$ cat config.mk
export PLATFORM = sky130hd
export DESIGN_NAME = pifo_dequeue_ctrl
export DESIGN_NICKNAME = d
export VERILOG_FILES = /design/src/rtl/pifo_dequeue_ctrl.sv
export SDC_FILE = /design/constraint.sdc
export NUM_CORES = 1
export LEC_CHECK = 0
export ABC_AREA = 1
export CORE_UTILIZATION = 49
export DETAILED_ROUTE_END_ITERATION = 8
export PLACE_DENSITY = 0.77
export SYNTH_ARGS = -nofsm -noshare
export SYNTH_HDL_FRONTEND = slang
export SYNTH_SLANG_ARGS = --single-unit
$ cat constraint.sdc
create_clock -name clk -period 2.05 [get_ports clk]
set_input_delay 0.3075 -clock clk [delete_from_list [all_inputs] [get_ports clk]]
set_output_delay 0.3075 -clock clk [all_outputs]
set_load 0.02 [all_outputs]
$ cat src/rtl/pifo_dequeue_ctrl.sv
// rtl/pifo_dequeue_ctrl.sv - PIFO dequeue controller with quantum reinsert, pop spacing and 2-entry output buffer
module pifo_dequeue_ctrl #(
  parameter int PRIO_WIDTH = 8,
  parameter int DATA_WIDTH = 8,
  parameter int QUANTUM    = 16,
  parameter int GAP        = 0,
  parameter int CNT_WIDTH  = 16
) (
  input  logic                  clk,
  input  logic                  reset,
  input  logic                  i__enable,
  input  logic                  i__drain,
  input  logic                  i__pifo_pop_valid,
  input  logic [PRIO_WIDTH-1:0] i__pifo_pop_priority,
  input  logic [DATA_WIDTH-1:0] i__pifo_pop_data,
  output logic                  o__pifo_pop,
  output logic [PRIO_WIDTH-1:0] o__pifo_reinsert_priority,
  output logic                  o__deq_valid,
  output logic [DATA_WIDTH-1:0] o__deq_data,
  output logic [PRIO_WIDTH-1:0] o__deq_priority,
  input  logic                  i__deq_ready,
  output logic [CNT_WIDTH-1:0]  o__pop_count,
  output logic                  o__drain_done
);

  // Gap counter needs to hold GAP; keep at least one bit when GAP is 0.
  localparam int GW = (GAP > 0) ? $clog2(GAP + 1) : 1;
  localparam logic [GW-1:0]         GAP_LOAD = GW'(GAP);
  localparam logic [PRIO_WIDTH-1:0] QUANT    = PRIO_WIDTH'(QUANTUM);

  typedef enum logic [1:0] {
    IDLE  = 2'd0,
    RUN   = 2'd1,
    DRAIN = 2'd2,
    DONE  = 2'd3
  } state_t;

  state_t state;
  state_t state_next;

  logic [GW-1:0]         gap_cnt;
  logic                  sec_valid;
  logic [DATA_WIDTH-1:0] sec_data;
  logic [PRIO_WIDTH-1:0] sec_prio;
  logic [1:0]            occupancy;
  logic                  accept;
  logic                  popping_state;

  // The head of the output buffer lives directly in the o__deq_* registers;
  // the second slot holds the entry queued behind it.
  assign occupancy     = {1'b0, o__deq_valid} + {1'b0, sec_valid};
  assign accept        = o__deq_valid & i__deq_ready;
  assign popping_state = (state == RUN) || (state == DRAIN);

  // Pop decision is combinational and gated by reset so nothing leaks out while held in reset.
  always_comb begin
    o__pifo_pop               = 1'b0;
    o__pifo_reinsert_priority = '0;
    if (reset && popping_state && i__pifo_pop_valid && (gap_cnt == '0) && (occupancy < 2'd2)) begin
      o__pifo_pop = 1'b1;
      if ((state == RUN) && (i__pifo_pop_priority > QUANT)) begin
        o__pifo_reinsert_priority = i__pifo_pop_priority - QUANT;
      end
    end
  end

  // State register.
  always_ff @(posedge clk or negedge reset) begin
    if (!reset) begin
      state <= IDLE;
    end else begin
      state <= state_next;
    end
  end

  // Next-state logic; a drain request out of RUN wins over enable dropping.
  always_comb begin
    state_next = state;
    case (state)
      IDLE: begin
        if (i__enable) state_next = RUN;
      end
      RUN: begin
        if (i__drain)       state_next = DRAIN;
        else if (!i__enable) state_next = IDLE;
      end
      DRAIN: begin
        if (!i__pifo_pop_valid && !o__pifo_pop && (occupancy == 2'd0)) state_next = DONE;
      end
      DONE: begin
        if (!i__enable && !i__drain) state_next = IDLE;
      end
      default: state_next = IDLE;
    endcase
  end

  assign o__drain_done = (state == DONE);

  // Gap counter: reload on every pop, count down to zero and stay there.
  always_ff @(posedge clk or negedge reset) begin
    if (!reset) begin
      gap_cnt <= '0;
    end else if (o__pifo_pop) begin
      gap_cnt <= GAP_LOAD;
    end else if (gap_cnt != '0) begin
      gap_cnt <= gap_cnt - GW'(1);
    end
  end

  // Pop counter, wraps naturally at its width.
  always_ff @(posedge clk or negedge reset) begin
    if (!reset) begin
      o__pop_count <= '0;
    end else if (o__pifo_pop) begin
      o__pop_count <= o__pop_count + CNT_WIDTH'(1);
    end
  end

  // Two-entry output FIFO: shift on downstream accept, append popped entry behind whatever remains.
  always_ff @(posedge clk or negedge reset) begin
    if (!reset) begin
      o__deq_valid    <= 1'b0;
      o__deq_data     <= '0;
      o__deq_priority <= '0;
      sec_valid       <= 1'b0;
      sec_data        <= '0;
      sec_prio        <= '0;
    end else if (accept) begin
      if (sec_valid) begin
        o__deq_data     <= sec_data;
        o__deq_priority <= sec_prio;
        if (o__pifo_pop) begin
          sec_data  <= i__pifo_pop_data;
          sec_prio  <= i__pifo_pop_priority;
        end else begin
          sec_valid <= 1'b0;
        end
      end else if (o__pifo_pop) begin
        o__deq_data     <= i__pifo_pop_data;
        o__deq_priority <= i__pifo_pop_priority;
      end else begin
        o__deq_valid <= 1'b0;
      end
    end else if (o__pifo_pop) begin
      if (!o__deq_valid) begin
        o__deq_valid    <= 1'b1;
        o__deq_data     <= i__pifo_pop_data;
        o__deq_priority <= i__pifo_pop_priority;
      end else begin
        sec_valid <= 1'b1;
        sec_data  <= i__pifo_pop_data;
        sec_prio  <= i__pifo_pop_priority;
      end
    end
  end

endmodule

==> impl_summary.log, run 1 <==
INFO  metric clock.fmax = 0.4869 GHz
INFO  metric post_synth_instance_area = 2670 um2
INFO  metric power_leakage = 1.849 nW
INFO  metric ys_seq_elements = 52
INFO  metric synthAdderAreaFrac = 0.03280
INFO  metric worstPathArrival = 1.75 ns
INFO  metric cts-hold-fix-buffers = 0
INFO  metric syn-num-nets = 342
INFO  metric hpwl_reported_at_the_end_of_detailed_placement = 4.518 mm
INFO  metric yosysWarningCount = 0
INFO  metric largest_net_degree_at_the_start_of_global_routing = 53
INFO  metric design.die.area = 5749 um2
INFO  metric worst-endpoint-required = 1.74 ns
INFO  metric drt-wirelength-per-cell = 13.30 um
INFO  metric vias_per_cell = 5.128
INFO  metric layout_worst_path_cycle_share = 1.002
INFO  metric dp.cells = 468
INFO  metric core_area = 5172 um2
INFO  metric number_of_design_rule_violations_left_after_detail_routing = 0
INFO  metric max_slew_margin_vs_limit = 0.5675
INFO  metric hold_ws = 0.2670 ns
INFO  metric ff2ff_setup_slack = 0.12 ns
INFO  metric total_via_count_after_detailed_routing = 2,492
INFO  metric number_of_nets_in_the_layout = 444
INFO  metric port-buffer-count = 64
INFO  metric preCtsSetupSlack = -0.4487 ns
INFO  metric fin_skew = 0.009714 ns
INFO  metric timing.critical_path.from_type = flip-flop
INFO  metric finalInstanceArea = 3810 um2
INFO  metric worst_path_max_delay_cell = sky130_fd_sc_hd__dfrtp_1
INFO  metric cp_cell_sequence = buf_4 > buf_4 > buf_4 > ha_4 > inv_2 > nor2_4 > o211ai_4 > nor2_1 > buf_4
INFO  metric globalRouteTotalUtil = 0.2395
INFO  metric synthesis.instances = 313
INFO  metric timing.critical_path.mode_cell = sky130_fd_sc_hd__buf_4
INFO  metric place_congestion = 0.8397
INFO  metric synth.top_cell.area_share = 0.4873
INFO  metric via_count_of_the_first_global_routing_pass = 2,320
INFO  metric antennaDiodeCount = 0
INFO  metric start_util = 0.5162
INFO  metric first_iter_violations = 194
INFO  metric layout_setup_ws = -0.003907 ns
INFO  metric drive_gt1_frac = 0.2019
INFO  metric number_of_antenna_violations_at_the_first_check_in_global_routing = 0
INFO  metric cts.root.buffer_cell = sky130_fd_sc_hd__clkbuf_8
INFO  metric synth_compound_area_frac = 0.07826
INFO  metric clock-sinks = 52
INFO  metric basic_gate_share_of_the_synthesized_area_counting_and_or_nand_and_nor_cells = 0.2990
INFO  metric transition_time_at_the_pin_with_the_least_slew_margin = 0.6488 ns
INFO  metric cts_inserted_buffers = 5
INFO  metric clock_tree.htree_level_count = 2
INFO  metric clk_pin_slew_worst_paths = 0.10 ns
INFO  metric report.final.slew_viol_count = 0
INFO  metric layout.cells.non_filler = 486
INFO  metric worstSetupEndpoint = o__pifo_reinsert_priority[4]
INFO  metric largest_area_contributor_in_the_netlist = sky130_fd_sc_hd__dfrtp_1
INFO  metric run_status = complete, but fails checks
INFO  metric drv.max_cap_violation_count = 0
INFO  metric synth.distinct_cells = 30
INFO  metric max_stage_delay = 0.40 ns
INFO  metric synth_seq_area_share = 0.4873
INFO  metric synthesis.area_per_instance = 8.531 um2
INFO  metric clock_latency = 0.30 ns
INFO  metric filler_cell_count = 392
INFO  metric critical_path.reg2reg.startpoint = state[0]
INFO  metric placed_area = 3577 um2
INFO  metric vdd_drop_max = 0.8137 mV
INFO  metric grt_pass1_wl = 10.39 mm
INFO  metric cts_tree = yes
INFO  metric setup.worst_path.end_class = primary output
INFO  metric dominant_combinational_cell_family_by_area_after_synthesis = simple AND/OR/NAND/NOR gates
INFO  metric detail_route.wirelength = 6.465 mm
INFO  metric drt_pass1_iterations = 4
INFO  metric timing_worst_setup_path_type = flip-flop to primary output
INFO  metric fp.dieW = 75.82 um
INFO  metric worstRegToRegCells = 11
INFO  metric power.density_cell_area = 1104 nW/um2
INFO  metric violations = setup timing
INFO  metric cp_max_fanout = 8
INFO  metric die_height = 75.82 um
INFO  metric netlist_top_cells_area = sky130_fd_sc_hd__dfrtp_1, sky130_fd_sc_hd__nand2_1, sky130_fd_sc_hd__nand3_1
INFO  metric startpoint = state[0]
INFO  metric synth_xor_xnor_area_share = 0.03608
INFO  metric residual_overflow_from_global_routing = 0
INFO  metric power = 0.004207 W
INFO  metric area_growth_syn_to_layout = 42.69%
INFO  metric rows = 26
INFO  metric synth_mux_area_frac = 0
INFO  metric finalSetupViolCount = 1
INFO  metric post-route-min-period = 2.054 ns
INFO  metric hold_crit_path_type = input pin to asynchronous set/reset pin
INFO  metric io-pin-count = 65
INFO  metric crit-reg2reg-capture = o__pop_count[3]
INFO  metric rsz0062_at_grt = true
INFO  metric route.antenna.remaining_nets = 0
INFO  metric final_hold_viol_count = 0
INFO  metric clockBufferDepth = 2
metal layers:
metal	track usage	part of all wire
met3	0.04894	0.044
met4	0.04938	0.0097
met2	0.4169	0.52
met1	0.3095	0.43
met5	0	0
cell usage after synthesis:
cell type,n
sky130_fd_sc_hd__a21boi_0,1
sky130_fd_sc_hd__a21oi_4,1
sky130_fd_sc_hd__a31oi_1,16
sky130_fd_sc_hd__and3_1,1
sky130_fd_sc_hd__buf_2,5
sky130_fd_sc_hd__buf_4,2
sky130_fd_sc_hd__buf_6,4
sky130_fd_sc_hd__clkbuf_1,1
sky130_fd_sc_hd__dfrtp_1,52
sky130_fd_sc_hd__ha_1,7
sky130_fd_sc_hd__inv_1,21
sky130_fd_sc_hd__inv_2,1
sky130_fd_sc_hd__inv_4,1
sky130_fd_sc_hd__nand2_1,84
sky130_fd_sc_hd__nand2_2,1
sky130_fd_sc_hd__nand2_4,3
sky130_fd_sc_hd__nand3_1,33
sky130_fd_sc_hd__nand3_2,2
sky130_fd_sc_hd__nand3b_1,4
sky130_fd_sc_hd__nand4_1,6
sky130_fd_sc_hd__nor2_1,34
sky130_fd_sc_hd__nor2_2,2
sky130_fd_sc_hd__nor2_4,3
sky130_fd_sc_hd__nor3_1,2
sky130_fd_sc_hd__o211ai_1,1
sky130_fd_sc_hd__o211ai_2,1
sky130_fd_sc_hd__o21ai_0,8
sky130_fd_sc_hd__o21ai_1,5
sky130_fd_sc_hd__xnor2_1,3
sky130_fd_sc_hd__xor2_1,8
critical path, delay by kind of cell (launching register included):
family,cells,cell delay (ns)
and+or+nand+nor,2,0.14
adders and majority gates,1,0.16
DFF,1,0.40
AOI/OAI and AO/OA,1,0.14
buffers and inverters,5,0.62
report_power, final:
part | total [W] | internal [W] | switching (W) | leakage [nW]
registers | 0.00161 | 0.00137 | 0.000235 | 0.645
clock network | 0.000698 | 0.000369 | 0.000329 | 0.0558
logic | 0.00190 | 0.000928 | 0.000972 | 1.15
through the flow:
stage / utilization / setup TNS [ns]
after floorplan: - / 0
after global routing: 0.7366 / -0.7342
after global placement: 0.6916 / -2.986
final: 0.7366 / -0.003907
after CTS: 0.7264 / -0.007327
after detailed placement: 0.6916 / -3.514
logic make-up after synthesis:
group | Yosys count
fa+ha+maj | 7
xor+xnor | 11
simple gates | 175
compound gates | 33
flops | 52
buf+inv | 35
state kept, by name, summed over array words and instances (netlist names), named ones only:
register,flops
sec_valid,1
o__deq_data,8
sec_data,8
o__pop_count,16
sec_prio,8
state,1
o__deq_valid,1
o__deq_priority,8
cells in the final DEF (no fill, tap or decap), drive strengths merged, types with 6 or more instances in the layout:
master / instances
nand2: 88
clkdlybuf4s50: 53
dfrtp: 52
buf: 52
nor2: 39
nand3: 35
inv: 24
a31oi: 16
o21ai: 13
xor2: 8
ha: 7
nand4: 6
clkbuf: 6
worst min path at each step:
stage / from / to / slack, ns / depth (start not counted)
2_1_floorplan: reset / asynchronous set/reset pin / 0.01 / 0
3_3_place_gp: sec_data[0] / sec_data[0] / 0.45 / 2
3_5_place_dp: sec_data[6] / sec_data[6] / 0.46 / 2
4_1_cts: reset / o__pop_count[5] / 0.29 / 3
5_1_grt: reset / o__deq_priority[0] / 0.33 / 3
6_report: reset / o__deq_priority[2] / 0.27 / 3
timing repair:
action,4_1_cts,5_1_grt
hold endpoints to repair,0,0
setup buffers,9,4
pin swaps,5,6
gates resized for setup,44,16
setup endpoints to repair,9,14
area by class of cell:
| type | instances | area (um2) | share of cell area |
|---|---|---|---|
| Tap cell | 70 | 87.58 | 0.02299 |
| Clock inverter | 2 | 38.79 | 0.01018 |
| Inverter | 23 | 88.84 | 0.02332 |
| Timing Repair Buffer | 107 | 975.9 | 0.2562 |
| Multi-Input combinational cell | 226 | 1245 | 0.3268 |
| Clock buffer | 6 | 72.57 | 0.01905 |
| Sequential cell | 52 | 1301 | 0.3415 |
Note: power is estimated with default switching activity, not from simulation.
==> run 2, diff against run 1 <==
--- a/config.mk
+++ b/config.mk
@@ -6,9 +6,10 @@
 export NUM_CORES = 1
 export LEC_CHECK = 0
 export ABC_AREA = 1
-export CORE_UTILIZATION = 49
+export CORE_UTILIZATION = 52
 export DETAILED_ROUTE_END_ITERATION = 8
-export PLACE_DENSITY = 0.77
+export DONT_BUFFER_PORTS = 1
+export PLACE_DENSITY = 0.65
 export SYNTH_ARGS = -nofsm -noshare
 export SYNTH_HDL_FRONTEND = slang
 export SYNTH_SLANG_ARGS = --single-unit
==> run 2 against run 1 <==
  * The run still ends with setup timing left
  * Critical path depth decreased by 2
  * Clock skew about the same
  * Total power decreased by 16%
  * Worst hold slack got worse by 0.15 ns
  * Final area decreased by 21%
  * First-iteration DRC count decreased by 24%
  * Combinational power decreased by 45%
  * Clock power decreased by 11%
  * Sequential share of layout area increased by 8.9 points
  * Critical endpoint is now o__pifo_reinsert_priority[7]
  * Highest routed layer unchanged
==> impl_summary.log, run 2 (synthesis results as in run 1) <==
INFO  metric largest_net_degree_at_the_start_of_global_routing = 53 (unchanged)
INFO  metric transition_time_at_the_pin_with_the_least_slew_margin = 0.5842 ns (-0.06467 ns)
INFO  metric grt_pass1_wl = 9.735 mm (-6.3%)
INFO  metric preCtsSetupSlack = 0.1880 ns (+0.6366 ns)
INFO  metric cts.root.buffer_cell = sky130_fd_sc_hd__clkbuf_8
INFO  metric first_iter_violations = 148 (-24%)
INFO  metric worst-endpoint-required = 1.74 ns (about the same)
INFO  metric multi_input_comb_area = 1227 um2 (-1.4%)
INFO  metric drive_gt1_frac = 0.1566 (-0.04530)
INFO  metric power_leakage = 1.471 nW (-20%)
INFO  metric clock.fmax = 0.4835 GHz (-0.69%)
INFO  metric drv.max_cap_violation_count = 0 (unchanged)
INFO  metric rows = 25 (-3.8%)
INFO  metric drt-wirelength-per-cell = 14.67 um (+10%)
INFO  metric total_via_count_after_detailed_routing = 2,142 (-14%)
INFO  metric clock_share_of_power = 0.176 (+0.010)
INFO  metric hpwl_reported_at_the_end_of_detailed_placement = 3.710 mm (-18%)
INFO  metric io-pin-count = 65 (unchanged)
INFO  metric globalRouteTotalUtil = 0.2393 (about the same)
INFO  metric number_of_design_rule_violations_left_after_detail_routing = 0 (unchanged)
INFO  metric netSwitchingFraction = 0.4107 (+0.04567)
INFO  metric regArea = 1301 um2 (unchanged)
INFO  metric worstPathArrival = 1.76 ns (about the same)
INFO  metric final_cell_utilization_of_the_core = 0.6268 (-0.1098)
INFO  metric violations = setup timing
INFO  metric place_congestion = 0.8409 (+0.14%)
INFO  metric start_util = 0.5543 (+0.03808)
INFO  metric run_status = complete, but fails checks
INFO  metric die_height = 73.66 um (-2.9%)
INFO  metric rsz0062_at_grt = true
INFO  metric internal_power = 0.002079 W (-22%)
INFO  metric setup.worst_path.end_class = primary output
INFO  metric filler_cell_count = 451 (+15%)
INFO  metric clock_tree.htree_level_count = 2 (unchanged)
INFO  metric area_growth_syn_to_layout = 13.07%
INFO  metric clock-sinks = 52 (unchanged)
INFO  metric layout_setup_ws = -0.01815 ns (-0.01425 ns)
INFO  metric antennaDiodeCount = 0 (unchanged)
INFO  metric cts_tree = yes
INFO  metric final_cell_mix = sky130_fd_sc_hd__nand2_1, sky130_fd_sc_hd__dfrtp_1, sky130_fd_sc_hd__nand3_1, sky130_fd_sc_hd__nor2_1, sky130_fd_sc_hd__inv_1
INFO  metric detail_route.wirelength = 5.854 mm (-9.5%)
INFO  metric hold_crit_path_type = input pin to flip-flop
INFO  metric cts_inserted_buffers = 5 (unchanged)
INFO  metric pwr-share-comb = 0.295 (-0.157)
INFO  metric power.switching = 0.001449 W (-5.6%)
INFO  metric drt_pass1_iterations = 4 (unchanged)
INFO  metric timing_worst_setup_path_type = flip-flop to primary output
INFO  metric clk_pin_slew_worst_paths = 0.10 ns (about the same)
INFO  metric final_common_cell = sky130_fd_sc_hd__nand2_1
INFO  metric worst_hold_path.num_cells = 1
INFO  metric power.density_cell_area = 1169 nW/um2 (+5.8%)
INFO  metric flip_flop_count_of_the_largest_register_all_copies_and_words_added = 16 (unchanged)
INFO  metric timing.critical_path.from_type = flip-flop
INFO  metric design.die.area = 5425 um2 (-5.6%)
INFO  metric worstRegToRegCells = 10 (-1)
INFO  metric post-route-min-period = 2.068 ns (+0.01425 ns)
INFO  metric number_of_antenna_violations_at_the_first_check_in_global_routing = 0 (unchanged)
INFO  metric route.antenna.remaining_nets = 0 (unchanged)
INFO  metric clockBufferDepth = 2 (unchanged)
INFO  metric report.final.slew_viol_count = 0 (unchanged)
INFO  metric fin_skew = 0.009674 ns (-0.00003989 ns)
INFO  metric vdd_drop_max = 0.7915 mV (-2.7%)
INFO  metric cp_max_fanout = 8 (unchanged)
INFO  metric max_slew_margin_vs_limit = 0.6096 (+0.04217)
INFO  metric vias_per_cell = 5.368 (+4.7%)
INFO  metric max_flop_register = o__pop_count
INFO  metric finalSetupViolCount = 4 (+3)
INFO  metric core_area = 4817 um2 (-6.9%)
INFO  metric clock_latency = 0.31 ns (about the same)
INFO  metric fp.dieW = 73.66 um (-2.9%)
INFO  metric via_count_of_the_first_global_routing_pass = 2,109 (-9.1%)
INFO  metric port-buffer-count = 0 (-100%)
INFO  metric final_hold_viol_count = 0 (unchanged)
INFO  metric p_seq_frac = 0.529 (+0.147)
INFO  metric number_of_nets_in_the_layout = 360 (-19%)
INFO  metric layout_worst_path_cycle_share = 1.009 (+0.006949)
INFO  metric residual_overflow_from_global_routing = 0 (unchanged)
[run 2: cell types whose count changed in the layout (fill, tap and decap cells not counted), moves of 2 or more]
cell	delta
sky130_fd_sc_hd__inv_1	+2
sky130_fd_sc_hd__buf_4	-28
sky130_fd_sc_hd__buf_6	-2
sky130_fd_sc_hd__clkdlybuf4s50_1	-53
sky130_fd_sc_hd__inv_2	-2
[run 2: path summary, 6_finish.rpt]
kind	slack (ns)	end	start
max	-0.02	o__pifo_reinsert_priority[7]	flip-flop
min	0.12	o__deq_valid	i__deq_ready
max reg2reg	0.20	o__pop_count[3]	flip-flop
min reg2reg	0.48	sec_data[7]	sec_data[7]
max in group asynchronous	1.31	o__pop_count[11]	reset
min in group asynchronous	0.50	o__deq_priority[5]	reset
[run 2: final cells by class]
class / count / area share
sequential: 52 / 0.4310
multi-input combinational: 226 / 0.4065
timing repair buffer: 23 / 0.07418
inverter: 23 / 0.02942
tap: 67 / 0.02777
clock buffer: 5 / 0.02279
clock inverter: 3 / 0.008288
[run 2: routing by layer]
| layer | part of all wire | track usage | wire [um] |
|---|---|---|---|
| met5 | 0 | 0 | 0 |
| met4 | 0.018 | 0.07692 | 107 |
| met3 | 0.072 | 0.07133 | 422 |
| met2 | 0.49 | 0.4210 | 2880 |
| met1 | 0.42 | 0.2786 | 2444 |
[run 2: through the flow]
step	setup TNS, ns	instance area (um2)	power, W	hold WS, ns	std cells
2_1_floorplan	0	2670	0.002550	0.01191	313
3_3_place_gp	0	2788	0.002735	0.01300	381
3_5_place_dp	0	2788	0.002774	0.01307	381
4_1_cts	-0.3841	3007	0.003544	0.1125	401
5_1_grt	-0.7447	3019	0.003788	0.1128	399
6_report	-0.03430	3019	0.003528	0.1201	399
[run 2: critical path: stages (launching register included)]
cell and delay [ns]:
sky130_fd_sc_hd__dfrtp_1 0.38, sky130_fd_sc_hd__inv_2 0.06, sky130_fd_sc_hd__ha_4 0.26, sky130_fd_sc_hd__nand4_1 0.14, sky130_fd_sc_hd__nor2_2 0.17, sky130_fd_sc_hd__o211ai_4 0.14
sky130_fd_sc_hd__nor2_1 0.13, sky130_fd_sc_hd__buf_4 0.15
[run 2: power groups by stage]
| stage | Combinational [W] | Sequential, W | Clock, W |
|---|---|---|---|
| 6_report | 0.00104 | 0.00187 | 0.000619 |
| 5_1_grt | 0.00118 | 0.00193 | 0.000676 |
| 4_1_cts | 0.00104 | 0.00187 | 0.000639 |
| 3_5_place_dp | 0.000875 | 0.00190 | 0 |
| 3_3_place_gp | 0.000853 | 0.00188 | 0 |
| 2_1_floorplan | 0.000704 | 0.00185 | 0 |
[run 2: timing repair]
| item | 4_1_cts | 5_1_grt |
|---|---|---|
| endpoints found under the hold margin | 52 | 0 |
| setup endpoints to repair | 8 | 9 |
| resized for setup | 3 | 7 |
| buffers inserted | 10 | 0 |
| hold buffers | 2 | 0 |
| pin swaps | 6 | 7 |
